==> src/rtl/l2_reqs_table.sv <==
// Outstanding-request table for the L2 controller: ready/valid allocation, per-entry state
// updates, registered address lookup with set-conflict detection and a registered forward check.
module l2_reqs_table #(
  parameter int unsigned N_ENTRIES    = 4,
  parameter int unsigned TAG_BITS     = 16,
  parameter int unsigned SET_BITS     = 8,
  parameter int unsigned STATE_BITS   = 4,
  parameter int unsigned PAYLOAD_BITS = 64,
  parameter int unsigned ISD_STATE    = 4,
  parameter int unsigned MIA_STATE    = 6,
  localparam int unsigned IDX_BITS    = $clog2(N_ENTRIES),
  localparam int unsigned CNT_BITS    = $clog2(N_ENTRIES + 1)
) (
  input  logic                    clk_i,
  input  logic                    rst_i,
  input  logic                    alloc_valid_i,
  output logic                    alloc_ready_o,
  input  logic [TAG_BITS-1:0]     alloc_tag_i,
  input  logic [SET_BITS-1:0]     alloc_set_i,
  input  logic [STATE_BITS-1:0]   alloc_state_i,
  input  logic [PAYLOAD_BITS-1:0] alloc_payload_i,
  output logic [IDX_BITS-1:0]     alloc_idx_o,
  input  logic                    upd_valid_i,
  input  logic [IDX_BITS-1:0]     upd_idx_i,
  input  logic [STATE_BITS-1:0]   upd_state_i,
  input  logic                    lookup_valid_i,
  input  logic [TAG_BITS-1:0]     lookup_tag_i,
  input  logic [SET_BITS-1:0]     lookup_set_i,
  output logic                    lookup_hit_o,
  output logic [IDX_BITS-1:0]     lookup_idx_o,
  output logic                    lookup_conflict_o,
  input  logic                    fwd_valid_i,
  input  logic [TAG_BITS-1:0]     fwd_tag_i,
  input  logic [SET_BITS-1:0]     fwd_set_i,
  input  logic                    fwd_inv_i,
  output logic                    fwd_hit_o,
  output logic [IDX_BITS-1:0]     fwd_idx_o,
  output logic                    fwd_stall_o,
  input  logic [IDX_BITS-1:0]     rd_idx_i,
  output logic [TAG_BITS-1:0]     rd_tag_o,
  output logic [SET_BITS-1:0]     rd_set_o,
  output logic [STATE_BITS-1:0]   rd_state_o,
  output logic [PAYLOAD_BITS-1:0] rd_payload_o,
  output logic [CNT_BITS-1:0]     count_o,
  output logic                    full_o,
  output logic                    empty_o
);

  logic [TAG_BITS-1:0]     tag_q     [N_ENTRIES];
  logic [TAG_BITS-1:0]     tag_d     [N_ENTRIES];
  logic [SET_BITS-1:0]     set_q     [N_ENTRIES];
  logic [SET_BITS-1:0]     set_d     [N_ENTRIES];
  logic [STATE_BITS-1:0]   state_q   [N_ENTRIES];
  logic [STATE_BITS-1:0]   state_d   [N_ENTRIES];
  logic [PAYLOAD_BITS-1:0] payload_q [N_ENTRIES];
  logic [PAYLOAD_BITS-1:0] payload_d [N_ENTRIES];
  logic [CNT_BITS-1:0]     count_q, count_d;

  logic                    lk_hit_q, lk_hit_d, lk_conf_q, lk_conf_d;
  logic [IDX_BITS-1:0]     lk_idx_q, lk_idx_d;
  logic                    fw_hit_q, fw_hit_d, fw_stall_q, fw_stall_d;
  logic [IDX_BITS-1:0]     fw_idx_q, fw_idx_d;
  logic [STATE_BITS-1:0]   fw_state;

  logic alloc_fire, upd_ok;

  // Lowest-index free entry; descending loop lets the lowest index win.
  always_comb begin
    alloc_ready_o = 1'b0;
    alloc_idx_o   = '0;
    for (int i = N_ENTRIES - 1; i >= 0; i--) begin
      if (state_q[i] == '0) begin
        alloc_ready_o = 1'b1;
        alloc_idx_o   = IDX_BITS'(i);
      end
    end
  end

  assign alloc_fire = alloc_valid_i && alloc_ready_o && (alloc_state_i != '0);
  // An allocation into the same entry overrides a concurrent update.
  assign upd_ok     = upd_valid_i && (32'(upd_idx_i) < N_ENTRIES) &&
                      !(alloc_fire && (upd_idx_i == alloc_idx_o));

  always_comb begin
    tag_d     = tag_q;
    set_d     = set_q;
    state_d   = state_q;
    payload_d = payload_q;
    if (upd_ok) begin
      state_d[upd_idx_i] = upd_state_i;
    end
    if (alloc_fire) begin
      tag_d[alloc_idx_o]     = alloc_tag_i;
      set_d[alloc_idx_o]     = alloc_set_i;
      state_d[alloc_idx_o]   = alloc_state_i;
      payload_d[alloc_idx_o] = alloc_payload_i;
    end
  end

  always_comb begin
    count_d = '0;
    for (int i = 0; i < N_ENTRIES; i++) begin
      if (state_d[i] != '0) count_d = count_d + CNT_BITS'(1);
    end
  end

  always_comb begin
    lk_hit_d  = 1'b0;
    lk_idx_d  = '0;
    lk_conf_d = 1'b0;
    for (int i = N_ENTRIES - 1; i >= 0; i--) begin
      if (state_q[i] != '0 && set_q[i] == lookup_set_i) begin
        lk_conf_d = 1'b1;
        if (tag_q[i] == lookup_tag_i) begin
          lk_hit_d = 1'b1;
          lk_idx_d = IDX_BITS'(i);
        end
      end
    end
  end

  always_comb begin
    fw_hit_d = 1'b0;
    fw_idx_d = '0;
    fw_state = '0;
    for (int i = N_ENTRIES - 1; i >= 0; i--) begin
      if (state_q[i] != '0 && set_q[i] == fwd_set_i && tag_q[i] == fwd_tag_i) begin
        fw_hit_d = 1'b1;
        fw_idx_d = IDX_BITS'(i);
        fw_state = state_q[i];
      end
    end
    if (fwd_inv_i) fw_stall_d = fw_hit_d && (fw_state == STATE_BITS'(ISD_STATE));
    else           fw_stall_d = fw_hit_d && (fw_state != STATE_BITS'(MIA_STATE));
  end

  always_ff @(posedge clk_i or posedge rst_i) begin
    if (rst_i) begin
      for (int i = 0; i < N_ENTRIES; i++) begin
        tag_q[i]     <= '0;
        set_q[i]     <= '0;
        state_q[i]   <= '0;
        payload_q[i] <= '0;
      end
      count_q    <= '0;
      lk_hit_q   <= 1'b0;
      lk_idx_q   <= '0;
      lk_conf_q  <= 1'b0;
      fw_hit_q   <= 1'b0;
      fw_idx_q   <= '0;
      fw_stall_q <= 1'b0;
    end else begin
      tag_q     <= tag_d;
      set_q     <= set_d;
      state_q   <= state_d;
      payload_q <= payload_d;
      count_q   <= count_d;
      if (lookup_valid_i) begin
        lk_hit_q  <= lk_hit_d;
        lk_idx_q  <= lk_idx_d;
        lk_conf_q <= lk_conf_d;
      end
      if (fwd_valid_i) begin
        fw_hit_q   <= fw_hit_d;
        fw_idx_q   <= fw_idx_d;
        fw_stall_q <= fw_stall_d;
      end
    end
  end

  assign lookup_hit_o      = lk_hit_q;
  assign lookup_idx_o      = lk_idx_q;
  assign lookup_conflict_o = lk_conf_q;
  assign fwd_hit_o         = fw_hit_q;
  assign fwd_idx_o         = fw_idx_q;
  assign fwd_stall_o       = fw_stall_q;

  assign rd_tag_o     = tag_q[rd_idx_i];
  assign rd_set_o     = set_q[rd_idx_i];
  assign rd_state_o   = state_q[rd_idx_i];
  assign rd_payload_o = payload_q[rd_idx_i];

  assign count_o = count_q;
  assign full_o  = (count_q == CNT_BITS'(N_ENTRIES));
  assign empty_o = (count_q == '0);

endmodule

==> config.mk <==
export PLATFORM = sky130hd
export DESIGN_NAME = l2_reqs_table
export DESIGN_NICKNAME = d
export VERILOG_FILES = /design/src/rtl/l2_reqs_table.sv
export SDC_FILE = /design/constraint.sdc
export NUM_CORES = 1
export LEC_CHECK = 0
export CAP_MARGIN = 10
export CORE_ASPECT_RATIO = 0.7
export CORE_UTILIZATION = 56
export DETAILED_ROUTE_END_ITERATION = 16
export MAX_ROUTING_LAYER = met4
export PLACE_DENSITY = 0.81
export SLEW_MARGIN = 0
export SYNTH_ARGS = -nofsm -noshare
export SYNTH_HDL_FRONTEND = slang
export SYNTH_SLANG_ARGS = --single-unit
==> constraint.sdc <==
create_clock -name clk_i -period 17.8 [get_ports clk_i]
set_clock_uncertainty 0.05 [all_clocks]
set_input_delay 3.56 -clock clk_i [delete_from_list [all_inputs] [get_ports clk_i]]
set_output_delay 3.56 -clock clk_i [all_outputs]
set_load 0.05 [all_outputs]
==> metrics <==
outcome=complete, no violations; Post-Synth Adder-Cell Area=0.197%; via count of the first global-routing pass=15.2k; CP arrival=6.36 ns; Chip Height=156 um; Static Leakage=10.6 nW; Boundary Pins=263; DRC errors left=0; Hold WC Path Type=reg -> reg; worst-margin pin slew=between 1 and 1.5 ns; post-synth cell types=54; number of flops mapped to enable cells by yosys=0; sequential cell fraction of total power=42.0%; final setup fails=0; max-slew violation count=0; post-synth net total=2016; combinational family with the most area after synthesis=simple AND/OR/NAND/NOR gates; compound-cell area share of the yosys netlist=2.43%; number of buffers created by CTS=37; routed wirelength normalized by instance count=23.8 um; routed wire length=60500 um; total power of the final layout=3.93 mW; pwr/cell area=169 mW/mm^2; post-synthesis cell type with the largest combined area=dfrtp_1; number of filler instances in the final layout=2415; global placer's final weighted congestion=1.05; Worst-path clk slew=around 0.060 ns; number of standard cells after synthesis=approximately 1.9k; Simple-Gate Fraction of Synth Area=20.0%; share of power burned in the clock network=20.1%; die span in x=222 um; count of maximum capacitance violations=0; number of warnings issued by yosys=0; worst setup path class=in -> out; xor and xnor fraction of the mapped netlist area=8.97%; number of standard-cell rows in the floorplan=56; total grt overflow=0; number of buffers inserted to repair setup after CTS=0; initial antenna violation count=14; maximum root-to-sink buffer count=3; maximum fanout encountered on the critical timing path=47; proportion of synthesized chip area in sequential cells=around 50%; GRT Total Usage=approximately 36%; achievable frequency=0.100 GHz; portion of synthesized cell area occupied by the leading cell type=49.8%; maximum level of the CTS H-tree=2; routed vias=around 15k; share of final-layout standard cells stronger than drive strength 1=13.0%; hold-fix buffer count after cts=0; switching part of the total power=40.6%; iteration count of the initial detailed-routing pass=5; sequential cell area=0.00948 mm^2; post-route ant nets=0; insertion delay to the later sink of the worst-skew pair=0.54 ns; headroom to the max-slew limit=30.5%; area used by multi-input combinational logic=about 0.0091 mm^2; Power Internal=around 2.3 mW; endpoint class of the critical path=primary output; final setup margin=7.83 ns; post-synthesis sequential element count=379; sinks on the clock net=379; Core ar.=0.0335 mm^2; Worst Setup Slack post-DPL=7.83 ns; setup repair after global routing missed its margin=false; leading cell type in the layout, fill and taps excluded=nand2_1; final core area utilization=69.2%; largest net degree at the start of global routing=190; Top FF cell, synth=dfrtp_1; part of the power in combinational logic=a little under two fifths; portion of the clock cycle consumed by the worst path in the final layout=56.0%; async set-or-reset flop fraction in the synthesized netlist=100%; Iteration-0 DRC Markers=between 1.5k and 2k; main area contributors after synthesis=dfrtp_1 50%, nand2_1 16%, mux4_2 11%; total die area=between 0.03 and 0.04 mm^2; number of hold violations in the final report=0; critical path required time=14.19 ns; number of nets at the end of the flow=about 2.2k; total standard cell area after synthesis=0.0190 mm^2; detailed-route vias per instance=6.09; multiplexer fraction of the synthesized cell area=16.3%; root buf cell=clkbuf_16; starting utilization of the core area=a little under three fifths; setup TNS=0 ns; commonest non-fill, non-tap cells in the layout=803 x nand2_1, 379 x dfrtp_1, 260 x clkdlybuf4s50_1; type of element launching the critical path=primary input; cells resized by post-CTS repair=0; worst vdd rail ir drop=0.000140 V; Synth-to-Final Area Change=21.8%; TritonCTS clock tree=yes; first-pass GRT wire length=roughly 90000 um; HPWL after detailed placement=40400 um; switching power summed over all nets=roughly 1.6 mW; IO buf count=262; fin crit period=9.97 ns; average footprint of a synthesized cell=10.2 um^2
power by group through the flow:
stage / Combinational (mW) / Sequential (mW) / Clock [mW]
6_report: 1.49 / 1.65 / 0.788
5_1_grt: 1.59 / 1.67 / 0.827
4_1_cts: 1.49 / 1.62 / 0.796
3_5_place_dp: 1.47 / 1.62 / 0
3_3_place_gp: 1.42 / 1.63 / 0
2_1_floorplan: 1.08 / 1.46 / 0
worst paths after layout:
check / start / end / slack, ns / cells after the start
min: payload_q[126]$_DFFE_PP0P_ / payload_q[126]$_DFFE_PP0P_ / 0.42 / 2
min in group asynchronous: rst_i / tag_q[27]$_DFFE_PP0P_ / 3.54 / 2
max: rd_idx_i[0] / rd_payload_o[14] / 7.83 / 4
min reg2reg: payload_q[126]$_DFFE_PP0P_ / payload_q[126]$_DFFE_PP0P_ / 0.42 / 2
max in group asynchronous: rst_i / payload_q[186]$_DFFE_PP0P_ / 11.77 / 4
max reg2reg: state_q[13]$_DFF_PP0_ / count_o[1]$_DFF_PP0_ / 12.71 / 11
through the flow:
stage,hold WS [ns],instances,cell area [um^2]
2_1_floorplan,0.390,1858,19000
3_3_place_gp,0.401,2461,21900
3_5_place_dp,0.408,2461,21900
4_1_cts,0.424,2526,23100
5_1_grt,0.444,2540,23200
6_report,0.421,2540,23200
worst max-delay path, cell delays in order:
cell and delay (ns):
buf_6 0.50, buf_4 0.81, mux4_2 0.64, clkdlybuf4s50_1 0.73
metal layers:
layer,routed length [um],share of wire (%),global-route usage [%],up-vias
met5,0,0,-,-
met4,1640,2.7,10.0,0
met3,6930,11,8.84,117
met2,26800,44,51.9,936
met1,25100,42,51.7,7755
li1,-,-,-,6648
area by class of cell:
class / count / share of cell area, %
Antenna cell: 14 / 0.151
Clock buffer: 55 / 4.68
Clock inverter: 10 / 0.459
Inverter: 9 / 0.178
Multi-Input combinational cell: 1363 / 39.5
Sequential cell: 379 / 40.9
Tap cell: 435 / 2.35
Timing Repair Buffer: 275 / 11.8
cell usage after synthesis (all sizes together), types with 2 or more instances:
| master | number |
|---|---|
| nor3b | 2 |
| xnor2 | 116 |
| nand4 | 32 |
| o41ai | 3 |
| nand2 | 804 |
| dfrtp | 379 |
| buf | 30 |
| o22ai | 2 |
| or4 | 7 |
| nand2b | 2 |
| a21oi | 5 |
| o21a | 11 |
| o21ai | 6 |
| a221oi | 2 |
| o22a | 11 |
| mux4 | 92 |
| and4 | 3 |
| nand3 | 10 |
| ha | 3 |
| clkbuf | 77 |
| nor4 | 32 |
| mux2 | 89 |
| or3 | 6 |
| mux2i | 2 |
| o221a | 4 |
| nor2 | 14 |
| xor2 | 79 |
| inv | 9 |
| nor3 | 10 |
state kept, by name, summed over array words and instances (netlist names):
register	flops
count_o	3
fwd_hit_o	1
fwd_idx_o	2
fwd_stall_o	1
lookup_conflict_o	1
lookup_hit_o	1
lookup_idx_o	2
payload_q	256
set_q	32
state_q	16
tag_q	64
cells by family after synthesis:
| kind of cell | after synthesis |
|---|---|
| buffers and inverters | 116 |
| and+or+nand+nor | 927 |
| adders and majority gates | 3 |
| xor gates and xnor gates | 195 |
| DFF | 379 |
| muxes | 183 |
| AOI/OAI and AO/OA | 55 |
Power figures use the tool's default switching activity.
